$ cat src/rtl/pool_pkg.sv
`default_nettype none
// ---- pool_pkg : shared types and helpers for the 2x2 max-pool sequencer ----
// ---- rev 1.0 ----
package pool_pkg;

   localparam int DATA_W = 13;

   typedef enum logic [1:0] {
      FILL0 = 2'd0,
      FILL1 = 2'd1,
      DRAIN = 2'd2
   } state_t;

   function automatic int clog2(input int value);
      int result;
      int rem;
      result = 0;
      rem    = value - 1;
      while (rem > 0) begin
         result = result + 1;
         rem    = rem >> 1;
      end
      return result;
   endfunction

endpackage
`default_nettype wire

$ cat src/rtl/pool_max4.sv
`default_nettype none
// ---- pool_max4 : signed maximum of four fixed-point values, two-level tree ----
// ---- rev 1.0 ----
module pool_max4
   import pool_pkg::*;
#(
   parameter int W = DATA_W
) (
   input  logic signed [W-1:0] a,
   input  logic signed [W-1:0] b,
   input  logic signed [W-1:0] c,
   input  logic signed [W-1:0] d,
   output logic signed [W-1:0] max_out
);

   logic signed [W-1:0] max_ab;
   logic signed [W-1:0] max_cd;

   always_comb begin
      max_ab  = (a > b) ? a : b;
      max_cd  = (c > d) ? c : d;
      max_out = (max_ab > max_cd) ? max_ab : max_cd;
   end

endmodule
`default_nettype wire

$ cat src/rtl/pool_control.sv
`default_nettype none
// ---- pool_control : 2x2 max-pool sequencer over two ping-pong row buffers ----
// ---- rev 1.0 ----
module pool_control
   import pool_pkg::*;
#(
   parameter int  INTEGER_BITS     = 9,
   parameter int  FIXED_POINT_BITS = 4,
   parameter int  ROW_WIDTH        = 30,
   parameter int  NUM_ROWS         = 30,
   localparam int W                = INTEGER_BITS + FIXED_POINT_BITS
) (
   input  logic           i_clk,
   input  logic           i_rst,
   input  logic           i_pixel_valid,
   output logic           o_in_ready,
   output logic [1:0]     o_buf_wr,
   output logic           o_buf_rd,
   output logic           o_buf_rst,
   input  logic [2*W-1:0] i_buf0_data,
   input  logic [2*W-1:0] i_buf1_data,
   output logic [W-1:0]   o_pool_data,
   output logic           o_pool_valid,
   output logic           o_frame_done
);

   localparam int                  ROW_BITS  = clog2(NUM_ROWS) + 1;
   localparam logic [4:0]          COL_LAST  = 5'(ROW_WIDTH - 1);
   localparam logic [4:0]          PAIR_LAST = 5'(ROW_WIDTH / 2 - 1);
   localparam logic [4:0]          PAIR_EXIT = 5'(ROW_WIDTH / 2);
   localparam logic [ROW_BITS-1:0] ROW_LAST  = ROW_BITS'(NUM_ROWS - 2);

   state_t              state;
   state_t              state_nxt;
   logic [4:0]          col_cnt;
   logic [4:0]          col_nxt;
   logic [ROW_BITS-1:0] row_cnt;
   logic [ROW_BITS-1:0] row_nxt;
   logic                rd;
   logic                drain_exit;
   logic [1:0]          wr;
   logic                in_ready;
   logic signed [W-1:0] max_val;

   pool_max4 #(.W(W)) u_max4 (
      .a       (i_buf0_data[2*W-1:W]),
      .b       (i_buf0_data[W-1:0]),
      .c       (i_buf1_data[2*W-1:W]),
      .d       (i_buf1_data[W-1:0]),
      .max_out (max_val)
   );

   always_ff @(posedge i_clk) begin
      if (i_rst) begin
         state   <= FILL0;
         col_cnt <= '0;
         row_cnt <= '0;
      end else begin
         state   <= state_nxt;
         col_cnt <= col_nxt;
         row_cnt <= row_nxt;
      end
   end

   // DRAIN spends ROW_WIDTH/2 read cycles plus one exit cycle that resets the buffers
   always_comb begin
      state_nxt  = state;
      col_nxt    = col_cnt;
      row_nxt    = row_cnt;
      wr         = 2'b00;
      rd         = 1'b0;
      drain_exit = 1'b0;
      in_ready   = 1'b1;
      case (state)
         FILL0: begin
            if (i_pixel_valid) begin
               wr = 2'b01;
               if (col_cnt == COL_LAST) begin
                  col_nxt   = '0;
                  state_nxt = FILL1;
               end else begin
                  col_nxt = col_cnt + 5'd1;
               end
            end
         end
         FILL1: begin
            if (i_pixel_valid) begin
               wr = 2'b10;
               if (col_cnt == COL_LAST) begin
                  col_nxt   = '0;
                  state_nxt = DRAIN;
               end else begin
                  col_nxt = col_cnt + 5'd1;
               end
            end
         end
         DRAIN: begin
            in_ready = 1'b0;
            if (col_cnt == PAIR_EXIT) begin
               drain_exit = 1'b1;
               col_nxt    = '0;
               state_nxt  = FILL0;
               row_nxt    = (row_cnt == ROW_LAST) ? '0 : row_cnt + ROW_BITS'(2);
            end else begin
               rd      = 1'b1;
               col_nxt = col_cnt + 5'd1;
            end
         end
         default: begin
            state_nxt = FILL0;
         end
      endcase
   end

   always_ff @(posedge i_clk) begin
      if (i_rst) begin
         o_pool_data  <= '0;
         o_pool_valid <= 1'b0;
         o_frame_done <= 1'b0;
      end else begin
         o_pool_valid <= rd;
         o_frame_done <= rd && (col_cnt == PAIR_LAST) && (row_cnt == ROW_LAST);
         if (rd) begin
            o_pool_data <= max_val;
         end
      end
   end

   assign o_in_ready = in_ready;
   assign o_buf_wr   = wr;
   assign o_buf_rd   = rd;
   assign o_buf_rst  = i_rst | drain_exit;

endmodule
`default_nettype wire

$ cat config.mk
export PLATFORM = sky130hd
export DESIGN_NAME = pool_control
export DESIGN_NICKNAME = d
export VERILOG_FILES = /design/src/rtl/pool_pkg.sv /design/src/rtl/pool_max4.sv /design/src/rtl/pool_control.sv
export SDC_FILE = /design/constraint.sdc
export NUM_CORES = 1
export LEC_CHECK = 0
export BUFFER_PORTS_ARGS = -buffer_cell sky130_fd_sc_hd__buf_2
export CORE_ASPECT_RATIO = 0.5
export CORE_UTILIZATION = 35
export CTS_BUF_LIST = sky130_fd_sc_hd__clkbuf_16
export CTS_CLUSTER_DIAMETER = 30
export CTS_CLUSTER_SIZE = 10
export DETAILED_ROUTE_END_ITERATION = 8
export HOLD_SLACK_MARGIN = 0.03
export PLACE_DENSITY_LB_ADDON = 0.1
export SLEW_MARGIN = 40
export SYNTH_ARGS = -nofsm -noshare
export SYNTH_HDL_FRONTEND = slang
export SYNTH_HIERARCHICAL = 1
export SYNTH_SLANG_ARGS = --single-unit
$ cat constraint.sdc
create_clock -name i_clk -period 4.6 [get_ports i_clk]
set_clock_uncertainty 0.15 [all_clocks]
set_input_delay 0.23 -clock i_clk [delete_from_list [all_inputs] [get_ports i_clk]]
set_output_delay 0.23 -clock i_clk [all_outputs]
set_load 0.1 [all_outputs]
==> run summary <==
Global-route usage over all layers -> 0.171
Initial antenna violation count -> 0
Reg2reg start -> col_cnt[0]$_SDFFE_PP0P_
Syn_area_per_cell -> 7.72 um^2
H-Tree Depth -> 1
Total gr overflow -> 0
WP data arrival -> 3890 ps
Worst slew pin tran -> 626 ps
# DRC -> 0
Final setup violation count -> 0
VDD IR max -> 0.105 mV
LEAKAGE -> 1.64 nW
Vias per Instance -> 5.05
Startpoint types -> input pin
Mapped cell area -> 2690 um^2
Design Area, Final -> 3210 um^2
Final Critical Period -> 3840 ps
Critical path cell sequence -> buf_2 > inv_1 > ha_1 > nand4_1 > nor4_1 > a21oi_1 > a21oi_2 > buf_4 > mux2i_1 > inv_1 > ha_1 > nand2_1 > o21ai_0 > nand3_1 > and4b_1 > a21oi_1 > buf_4 > mux2i_1 > nand2_1 > a21oi_1
CP endpoint kind -> register
Final Cycle Share -> 0.834
# Post-CTS Setup Buffers -> 0
Reg2reg setup slack -> 1880 ps
PD cells -> 234 nW/um^2
Cell taking the most area after synthesis -> ha_1
Setup_tns -> 0 ps
Num Clock Sinks -> 27
Synth top area share -> 0.210
Max cap viols -> 0
CTS max path bufs -> 2
RSZ-0062 raised after global routing -> false
# rows -> 22
Post-route ant nets -> 0
# IOs -> 75
IO Port Bufs -> 74
Synthesized flop and latch total -> 27
Syn Nets -> 448
Power Total -> 0.752 mW
Largest net degree at the start of global routing -> 30
Vias -> 2589
Status -> completed
Post-synth ARST share -> 0
CTS tree -> done
Synth Instances -> 348
ANT cells -> 0
Post-CTS Hold Fix Bufs -> 0
Hold Slack -> 125 ps
Iter 0 DRT Violations -> 101
Critical setup path kind -> input pin to register
Seq/Total Area, Yosys -> 0.201
Chip Width -> 126 um
First-pass GRT wire length -> 11300 um
Initial Utilization -> 0.364
Pre-CTS setup slack -> 431 ps
Multi-input logic area -> 1890 um^2
CTS Root Buffer Type -> clkbuf_16
Synth area leaders -> ha_1 (21%), dfxtp_1 (20%), mux2i_1 (10%)
First drt pass iteration count -> 6
Max Fanout on Critical Path -> 13
R2R cell count -> 7
Routability cong. -> 0.851
Most Frequent Cell on Critical Path -> a21oi_1
Vias in the first global route -> 2527
CTS buffer count -> 3
Worst Setup SP -> i_buf0_data[12]
DIE AREA -> 8050 um^2
Register area -> 541 um^2
Max_slew headroom -> 0.583
Synthesis Warnings -> 6
Top FF cell, synth -> dfxtp_1
Final WS setup -> 763 ps
Crit path largest cell delay -> 320 ps
Pins Over Slew Limit -> 0
Placed cell area -> 3120 um^2
DP Wirelength -> 5610 um
Clock slew at reported path FFs -> 70 ps
CP required -> 4650 ps
Count of cell types in the netlist -> 45
Hold Vio Cnt, Final -> 0
Post-CTS Resized -> 0
Layout cells sized above 1 -> 0.230
CORE AREA -> 7380 um^2
WL final -> 6630 um
Clk_lat worst skew -> 260 ps
Hold WC Path Type -> input pin to register
Post-synth EDFFs -> 0
Wire length per cell -> 12.9 um
Layout area overhead -> 19.5%
Die Y -> 63.9 um
Slowest-stage cell, CP -> ha_1
Fillers -> 771
Worst Hold Launch -> i_pixel_valid
Layout Nets -> 518
Achievable Freq -> 261 MHz
Most frequent cells in the layout -> buf_2 (74), inv_1 (47), a21oi_1 (46)
Commonest non-fill, non-tap cell in the layout -> buf_2
Hold Path Cell Cnt -> 3
-- routing by layer --
layer	vias to the layer above	share of wire	GRT usage	wire [um]
li1	1367	-	-	-
met1	1172	0.51	0.226	3350
met2	47	0.46	0.309	3050
met3	3	0.031	0.0184	204
met4	0	0.0024	0.0241	16
met5	-	0	0	0
-- registers in the layout, indices dropped and copies added (netlist names) --
register / cells
o_pool_data: 13
col_cnt: 5
row_cnt: 5
state: 2
o_frame_done: 1
o_pool_valid: 1
-- cells in the mapped netlist (2+ instances only) --
cell,count
a21oi_1,47
inv_1,47
ha_1,45
nand2_1,40
dfxtp_1,27
mux2i_1,27
nor2_1,12
a21oi_2,11
nand3_1,10
nand4_1,7
o21ai_0,7
clkbuf_1,6
nand2b_1,6
nor3_1,6
nor4_1,5
a21o_1,3
and3_1,3
a211oi_1,2
a31oi_1,2
and2_1,2
buf_2,2
buf_6,2
nor2b_1,2
o211ai_1,2
o21a_1,2
o31ai_1,2
or3_1,2
or4_1,2
-- where the power goes --
part / total, mW / internal, mW / switching, mW / leakage, nW
Sequential: 0.237 / 0.235 / 0.00206 / 0.218
Combinational: 0.305 / 0.131 / 0.174 / 1.39
Clock: 0.210 / 0.120 / 0.0894 / 0.0415
Total: 0.752 / 0.487 / 0.265 / 1.64
-- layout make-up --
class                           instances  area share
Clock inverter                          1     0.00273
Inverter                               47      0.0550
Clock buffer                            3      0.0234
Timing Repair Buffer                   77       0.122
Tap cell                               96      0.0374
Multi-Input combinational cell        262       0.590
Sequential cell                        27       0.168
-- worst max-delay path: cells and delay by family --
| kind | cells | cell delay, ps |
|---|---|---|
| mux | 2 | 620 |
| compound gates | 5 | 690 |
| buf+inv | 5 | 730 |
| fa+ha+maj | 2 | 620 |
| simple gates | 6 | 980 |
-- cells by family (layout without fill, tap and decap cells) --
logic type | after synthesis | count (layout) | share of synthesized area
AND/OR/NAND/NOR | 105 | 105 | 0.196
AO/OA/AOI/OAI | 84 | 84 | 0.194
buffers and inverters | 59 | 128 | 0.0946
adder cells (fa/ha/maj) | 45 | 45 | 0.210
multiplexers | 27 | 27 | 0.101
flip-flops | 27 | 27 | 0.201
XOR/XNOR | 1 | 1 | 0.00326
-- through the flow --
step / utilization / instances
after floorplan: - / 348
after global placement: 0.423 / 509
after detailed placement: 0.423 / 509
after CTS: 0.434 / 513
after global routing: 0.435 / 513
final: 0.435 / 513
-- final timing paths --
kind	end
setup reg to reg	col_cnt[3]$_SDFFE_PP0P_
setup / recovery	o_pool_data[0]$_SDFFE_PP0N_
hold reg to reg	o_pool_data[8]$_SDFFE_PP0N_
hold / removal	state[1]$_SDFFE_PP0P_
(Power assumes the default switching activity.)
